File: config.mk
export PLATFORM = sky130hd
export DESIGN_NAME = serial_word_deframer
export DESIGN_NICKNAME = d
export VERILOG_FILES = /design/src/rtl/serial_word_deframer.sv
export SDC_FILE = /design/constraint.sdc
export NUM_CORES = 1
export LEC_CHECK = 0
export CORE_MARGIN = 3
export CORE_UTILIZATION = 50
export DETAILED_ROUTE_END_ITERATION = 10
export GPL_TIMING_DRIVEN = 1
export MAX_ROUTING_LAYER = met4
export PLACE_DENSITY = 0.74
export SETUP_SLACK_MARGIN = 0.2
export SLEW_MARGIN = 20
export SYNTH_ARGS = -nofsm -noshare
export SYNTH_HDL_FRONTEND = slang
export SYNTH_SLANG_ARGS = --single-unit
File: constraint.sdc
create_clock -name clk -period 4.25 [get_ports clk]
set_input_delay 0.85 -clock clk [delete_from_list [all_inputs] [get_ports clk]]
set_output_delay 0.85 -clock clk [all_outputs]
set_load 0.01 [all_outputs]
File: src/rtl/serial_word_deframer.sv
// Serial-to-parallel word deframer: hunts for a sync pattern, then assembles
// WORDS_PER_FRAME MSB-first words onto a one-entry valid/ready output register.
// Optional even-parity checking per word is enabled by defining PARITY_CHECK_EN.
module serial_word_deframer #(
    parameter int unsigned WIDTH           = 8,
    parameter logic [31:0] SYNC_PATTERN    = 32'h0000_00A5,
    parameter int unsigned SYNC_LEN        = 8,
    parameter int unsigned WORDS_PER_FRAME = 4
) (
    input  logic             clk,
    input  logic             rst,
    input  logic             bit_in,
    input  logic             bit_en,
    output logic [WIDTH-1:0] word_out,
    output logic             word_valid,
    input  logic             word_ready,
    output logic             frame_sync,
    output logic             overflow,
    output logic             word_err
);

    localparam int unsigned BIT_CNT_W = $clog2(WIDTH + 1);
    localparam int unsigned FILL_W    = $clog2(SYNC_LEN + 1);
    localparam int unsigned WCNT_W    = 8;

`ifdef PARITY_CHECK_EN
    typedef enum logic [1:0] {HUNT, DATA, PARITY} state_t;
`else
    typedef enum logic [0:0] {HUNT, DATA} state_t;
`endif

    state_t                state_q, state_d;
    logic [FILL_W-1:0]     fill_q, fill_d;
    logic [SYNC_LEN-1:0]   sync_q, sync_d;
    logic [BIT_CNT_W-1:0]  bit_cnt_q, bit_cnt_d;
    logic [WCNT_W-1:0]     word_cnt_q, word_cnt_d;
    logic [WIDTH-1:0]      word_sr_q, word_sr_d;
    logic [WIDTH-1:0]      word_out_q, word_out_d;
    logic                  word_valid_q, word_valid_d;
    logic                  frame_sync_q, frame_sync_d;
    logic                  overflow_q, overflow_d;
`ifdef PARITY_CHECK_EN
    logic                  word_err_q, word_err_d;
    logic                  done_err;
`endif

    logic                  done;
    logic [WIDTH-1:0]      done_word;
    logic [SYNC_LEN-1:0]   sync_shift;
    logic [FILL_W-1:0]     fill_inc;
    logic [WIDTH-1:0]      word_shift;

    // Next-state, counters, shift registers and output-register handshake.
    always_comb begin
        state_d      = state_q;
        fill_d       = fill_q;
        sync_d       = sync_q;
        bit_cnt_d    = bit_cnt_q;
        word_cnt_d   = word_cnt_q;
        word_sr_d    = word_sr_q;
        word_out_d   = word_out_q;
        word_valid_d = word_valid_q;
        overflow_d   = overflow_q;
        done         = 1'b0;
        done_word    = word_sr_q;
`ifdef PARITY_CHECK_EN
        word_err_d   = word_err_q;
        done_err     = 1'b0;
`endif
        sync_shift   = {sync_q[SYNC_LEN-2:0], bit_in};
        fill_inc     = (fill_q == FILL_W'(SYNC_LEN)) ? fill_q : fill_q + 1'b1;
        word_shift   = {word_sr_q[WIDTH-2:0], bit_in};

        if (bit_en) begin
            case (state_q)
                HUNT: begin
                    sync_d = sync_shift;
                    fill_d = fill_inc;
                    if (fill_inc == FILL_W'(SYNC_LEN) &&
                        sync_shift == SYNC_PATTERN[SYNC_LEN-1:0]) begin
                        state_d    = DATA;
                        bit_cnt_d  = '0;
                        word_cnt_d = '0;
                    end
                end
                DATA: begin
                    word_sr_d = word_shift;
                    if (bit_cnt_q == BIT_CNT_W'(WIDTH - 1)) begin
                        bit_cnt_d = '0;
`ifdef PARITY_CHECK_EN
                        state_d   = PARITY;
`else
                        done      = 1'b1;
                        done_word = word_shift;
`endif
                    end else begin
                        bit_cnt_d = bit_cnt_q + 1'b1;
                    end
                end
`ifdef PARITY_CHECK_EN
                PARITY: begin
                    done      = 1'b1;
                    done_word = word_sr_q;
                    done_err  = (^word_sr_q) ^ bit_in;
                    state_d   = DATA;
                end
`endif
                default: state_d = HUNT;
            endcase
        end

        // A completed word counts toward the frame even when it is dropped.
        if (done) begin
            word_cnt_d = word_cnt_q + 1'b1;
            if (word_cnt_q == WCNT_W'(WORDS_PER_FRAME - 1)) begin
                state_d = HUNT;
                fill_d  = '0;
                sync_d  = '0;
            end
        end

        if (done) begin
            if (!word_valid_q || word_ready) begin
                word_out_d   = done_word;
                word_valid_d = 1'b1;
`ifdef PARITY_CHECK_EN
                word_err_d   = done_err;
`endif
            end else begin
                overflow_d = 1'b1;
            end
        end else if (word_valid_q && word_ready) begin
            word_valid_d = 1'b0;
        end

        frame_sync_d = (state_d != HUNT);
    end

    always_ff @(posedge clk) begin
        if (rst) begin
            state_q      <= HUNT;
            fill_q       <= '0;
            sync_q       <= '0;
            bit_cnt_q    <= '0;
            word_cnt_q   <= '0;
            word_sr_q    <= '0;
            word_out_q   <= '0;
            word_valid_q <= 1'b0;
            frame_sync_q <= 1'b0;
            overflow_q   <= 1'b0;
`ifdef PARITY_CHECK_EN
            word_err_q   <= 1'b0;
`endif
        end else begin
            state_q      <= state_d;
            fill_q       <= fill_d;
            sync_q       <= sync_d;
            bit_cnt_q    <= bit_cnt_d;
            word_cnt_q   <= word_cnt_d;
            word_sr_q    <= word_sr_d;
            word_out_q   <= word_out_d;
            word_valid_q <= word_valid_d;
            frame_sync_q <= frame_sync_d;
            overflow_q   <= overflow_d;
`ifdef PARITY_CHECK_EN
            word_err_q   <= word_err_d;
`endif
        end
    end

    assign word_out   = word_out_q;
    assign word_valid = word_valid_q;
    assign frame_sync = frame_sync_q;
    assign overflow   = overflow_q;
`ifdef PARITY_CHECK_EN
    assign word_err   = word_err_q;
`else
    assign word_err   = 1'b0;
`endif

endmodule

; ---- Word-level counts from Yosys, hierarchy flattened
; Cells that the tools add are included.
[op_classes]
n_addsub = 3
bitwise = 2
n_eq_ne = 8
mux = 30
reduce_logical = 13
[ops]
columns = operator, n
row1 = 8-bit 2-to-1 mux, 11
row2 = 4-bit 2-to-1 mux, 7
row3 = 1-bit 2-to-1 mux, 11
row4 = 2-bit AND reduction, 5
row5 = 4-bit by 1-bit adder with 4-bit output (second input constant), 2
row6 = 8-bit by 1-bit adder with 8-bit output (second input constant), 1
row7 = 4-bit == test (second input constant), 2
row8 = 8-bit by 2-bit == test with 1-bit output (second input constant), 1
row9 = 8-bit == test (second input constant), 1
row10 = 4-bit one-hot mux with 2 select lines, 1
row11 = 2-bit nonzero test, 3
row12 = 4-bit by 3-bit == test with 1-bit output (second input constant), 1
row13 = 2-bit by 1-bit != test with 1-bit output (second input constant), 2
row14 = 3-bit AND reduction, 1
row15 = 1-bit logical AND, 2
row16 = 2-bit != test (second input constant), 1
row17 = 1-bit inverter, 2
row18 = 1-bit zero test, 1
row19 = 1-bit logical OR, 1
[word_totals]
inputBits = 5
wordCells = 65
output_inout_bits = 12
ff_bits = 43

; ---- Depth between registers and ports, before layout
[logic_depth]
word_depth = 9
ltp_mapped = 7
mapped_depth_nobuf = 7

; ---- Least setup slack after synthesis
; OpenSTA, ideal clock, no wires.
[synth_timing]
kind = register -> register
start = reg fill_q[0]
end = reg word_cnt_q[2]
setup_time_ns = 0.123
required_ns = 4.127
arrival_time_ns = 1.749
stages_incl_launch_ff = 7
period_less_slack_ns = 1.871
path_slack_ns = 2.379
n_path_buf = 0
cell_sequence = dfxtp_1 -> inv_1 -> ha_1 -> nor4b_1 -> o2111ai_4 -> o21bai_2 -> nor2_1
[synth_via]
elab_chain_cells = 6
elab_cells_between_ends = 7
classes_between = 1 x add/sub / 2 x eq/ne / 1 x mux / 3 x reduce/logical
[synth_rtl]
columns = item, line
row1 = from (decl), 33  ; logic [FILL_W-1:0] fill_q, fill_d;
row2 = from (signal assigned), 156  ; fill_q <= fill_d;
row3 = 4-bit by 1-bit adder with 4-bit output or 4-bit == test (tied branches), 71  ; fill_inc = (fill_q == FILL_W'(SYNC_LEN)) ? fill_q : fill_q + 1'b1;
row4 = 4-bit 2-to-1 mux *, 71
row5 = 4-bit == test *, 79  ; if (fill_inc == FILL_W'(SYNC_LEN) &&
row6 = 1-bit logical AND *, 79
row7 = 2-bit nonzero test (no source line) *, --
row8 = 3-bit AND reduction (no source line) *, --
row9 = to (signal assigned), 159  ; word_cnt_q <= word_cnt_d;
row10 = to (decl), 36  ; logic [WCNT_W-1:0] word_cnt_q, word_cnt_d;
; Mark *: on every way between the ends. The rest lies on a longest branch, timed or not.
; A chain may end at the register's enable or synchronous reset.

; ---- Final worst setup path
[layout_timing]
start = in bit_en
end = reg fill_q[3]
[layout_via]
elab_chain_cells = 3
elab_cells_between_ends = 4
classes_between = 4 x mux
[layout_rtl]
columns = item, line
row1 = from (decl), 13  ; input logic bit_en,
row2 = 4-bit 2-to-1 mux, 74  ; if (bit_en) begin
row3 = 4-bit 2-to-1 mux, 115  ; if (word_cnt_q == WCNT_W'(WORDS_PER_FRAME - 1)) begin
row4 = 4-bit 2-to-1 mux *, 113  ; if (done) begin
; Marked as above.

==> summary.txt <==
CTS
  – CTS root buf: clkbuf_4
  – CTS sink cnt: 41
  – Number of post-CTS setup repair buffers: 0
  – H-Tree Depth: 2
  – Bufs on Longest Clock Path: 2
  – CTS hold repair buffers: 0
  – CTS Buf Count: 5
  – Post-CTS sizing: 0
  – Clk Latency, worst-skew pair: 360 ps
  – CTS tree: yes
  – Clock slew seen by the registers of the worst setup and hold paths: 120 ps

Die
  – Die height: 66.1 um
  – Top-Level Pins: 17
  – Core footprint: 3420 um2
  – Starting Density: 0.528
  – Die area: 4370 um2
  – # rows: 21
  – Die width: 66.1 um

Power
  – Worst IR Drop VDD: 0.000214 V
  – Cell Pwr Density: 329 nW/um2
  – Pleak: 0.667 nW

Routing
  – Avg Vias per Cell: 5.21
  – Initial DRC Count: 63
  – Routed length per instance: 11.9 um
  – Vias post-DR: 1391
  – # DRC: 0
  – 1st-pass router iterations: 4
  – Total Wirelength: 3180 um
  – Routed Antenna Nets: 0

Timing
  – Final Hold Viols: 0
  – # setup viols final: 0
  – Max-slew headroom: 0.620
  – Setup ws final: 1710 ps
  – Final Critical Period: 2540 ps
  – RSZ-0062 raised after global routing: no
  – Setup TNS: 0 ps
  – Fmax: 0.394 GHz
  – Final Slew Violations: 0
  – Period utilization: 0.597
  – Clk_skew: 12.0 ps
  – Slew @ Worst Pin: 562 ps

Run
  – Max Cap Viol: 0

Layout
  – Fillcell total: 313
  – # diodes: 0
  – Area grow syn2layout: 13.8%
  – Commonest non-fill, non-tap cell in the layout: nand2_1
  – Commonest cells after routing, fill and taps aside: nand2_1 (42), dfxtp_1 (41), a21oi_1 (25)
  – Final nets: 229
  – Layout cells sized above 1: 0.0769

Placement
  – Port bufs: 15
  – Setup WS pre-CTS: 1320 ps
  – Final HPWL DP: 2170 um
  – GPL Wtd Cong: 0.826

Run status
  – Status: finished, final reports clean

Synthesis
  – Top-area cell type share of the netlist area: 0.455
  – Seq cells post-synth: 41
  – Synth unique cells: 41
  – Mapped Cells: 207
  – Syn Area/Cell: 8.72 um2
  – Synthesized Nets: 216
  – Post-Synthesis Cell Area: 1800 um2
  – Largest cells by area after synthesis: dfxtp_1 (45%), nand2_1 (8.7%), a21oi_1 (6.9%)
  – YS warnings: 0
  – Seq/Total Area, Yosys: 0.455
  – Synth area leader: dfxtp_1

Global route
  – GRT Resource Usage Total: 0.176
  – First-pass GRT wire length: 5800 um
  – Initial antenna violation count: 0
  – Largest net degree at the start of global routing: 26
  – Gr ovfl total: 0
  – Vias in the first global route: 1325

Worst setup path
  – Worst path required time: 4490 ps
  – CP Class: input port to flip-flop
  – CP endpoint kind: flip-flop
  – Crit start category: input port
  – Crit Path Max Fanout: 12
  – CP arrival: 2780 ps

Min path
  – Hold crit path type: flip-flop to flip-flop
==> through the flow <==
stage / std cells / total power, mW / area [um2] / hold WS, ps / util
after floorplan: 207 / 0.419 / 1800 / 436 / -
final: 267 / 0.676 / 2050 / 466 / 0.601
after global placement: 259 / 0.429 / 1970 / 446 / 0.578
after global routing: 267 / 0.701 / 2050 / 503 / 0.601
after detailed placement: 259 / 0.429 / 1970 / 448 / 0.578
after CTS: 267 / 0.678 / 2050 / 465 / 0.601
==> flip-flops by register name, summed over array words and instances (netlist names) <==
register and cells:
frame_sync 1, word_valid 1, overflow 1, word_sr_q 7, bit_cnt_q 4, word_out 8, word_cnt_q 8, sync_q 7
fill_q 4
==> per-layer routing <==
metal	global-route usage	share of wire	vias to the layer above
met2	0.263	0.43	20
met1	0.228	0.52	632
met4	0.0761	0.020	0
met5	-	0	-
met3	0.0408	0.031	7
li1	-	-	732
==> critical path: stages <==
cell	delay (ps)
clkdlybuf4s50_1	590
nand2_1	280
nor2_1	450
a41o_1	510
nor2_1	100
==> cell families (layout without fill, tap and decap cells) <==
group           count (synthesis)  in the layout  share of synthesized area
other cells                     1              1                    0.00208
flops                          41             41                      0.455
compound gates                 38             38                      0.142
mux                            10             10                     0.0555
buf+inv                        15             29                     0.0381
xor+xnor                        8              8                     0.0388
fa+ha+maj                       4              4                     0.0277
simple gates                   90             90                      0.241
==> worst paths after layout <==
| kind | slack, ps | to | from | cells past startpoint |
|---|---|---|---|---|
| max | 1710 | fill_q[3] | bit_en | 5 |
| max reg2reg | 2040 | word_cnt_q[3] | fill_q[0] | 6 |
| min reg2reg | 470 | word_sr_q[6] | word_sr_q[6] | 2 |
| min | 470 | word_sr_q[6] | word_sr_q[6] | 2 |
==> Yosys cell counts <==
cell type	count
o21bai_2	1
ha_1	4
conb_1	1
clkbuf_1	7
xor2_1	5
nor2b_1	1
a2bb2oi_1	1
nor2_8	1
buf_4	3
nand4b_1	1
o211ai_1	2
or3_1	1
and2_1	1
o31ai_1	1
nand2b_1	1
buf_2	1
inv_1	4
nor3_2	2
nand2_1	42
nor3b_1	1
xnor2_1	3
o2111ai_4	1
nor3_1	1
and4_1	1
o21ba_2	1
nand3b_1	2
a41o_1	1
nor4b_1	1
nor4_1	1
or2_1	1
o2111a_1	1
dfxtp_1	41
a21oi_1	25
nor2_1	23
a311oi_1	3
o21ai_0	1
and3_4	1
nand3_1	4
nand2b_2	1
mux2i_1	10
nand4_1	3
==> report_power, final <==
| part | switching, mW | internal, mW |
|---|---|---|
| logic | 0.0182 | 0.0109 |
| clock network | 0.131 | 0.125 |
| registers | 0.00399 | 0.387 |
| total | 0.153 | 0.523 |
==> cell type report <==
class | count | area (um2) | area share
flip-flops and latches | 41 | 821 | 0.400
inverters | 4 | 15.0 | 0.00731
multi-input cells | 151 | 915 | 0.445
repair buffers | 17 | 165 | 0.0804
clock inverters | 2 | 38.8 | 0.0189
well taps | 46 | 57.6 | 0.0280
clock buffers | 6 | 41.3 | 0.0201
Power figures use the tool's default switching activity.
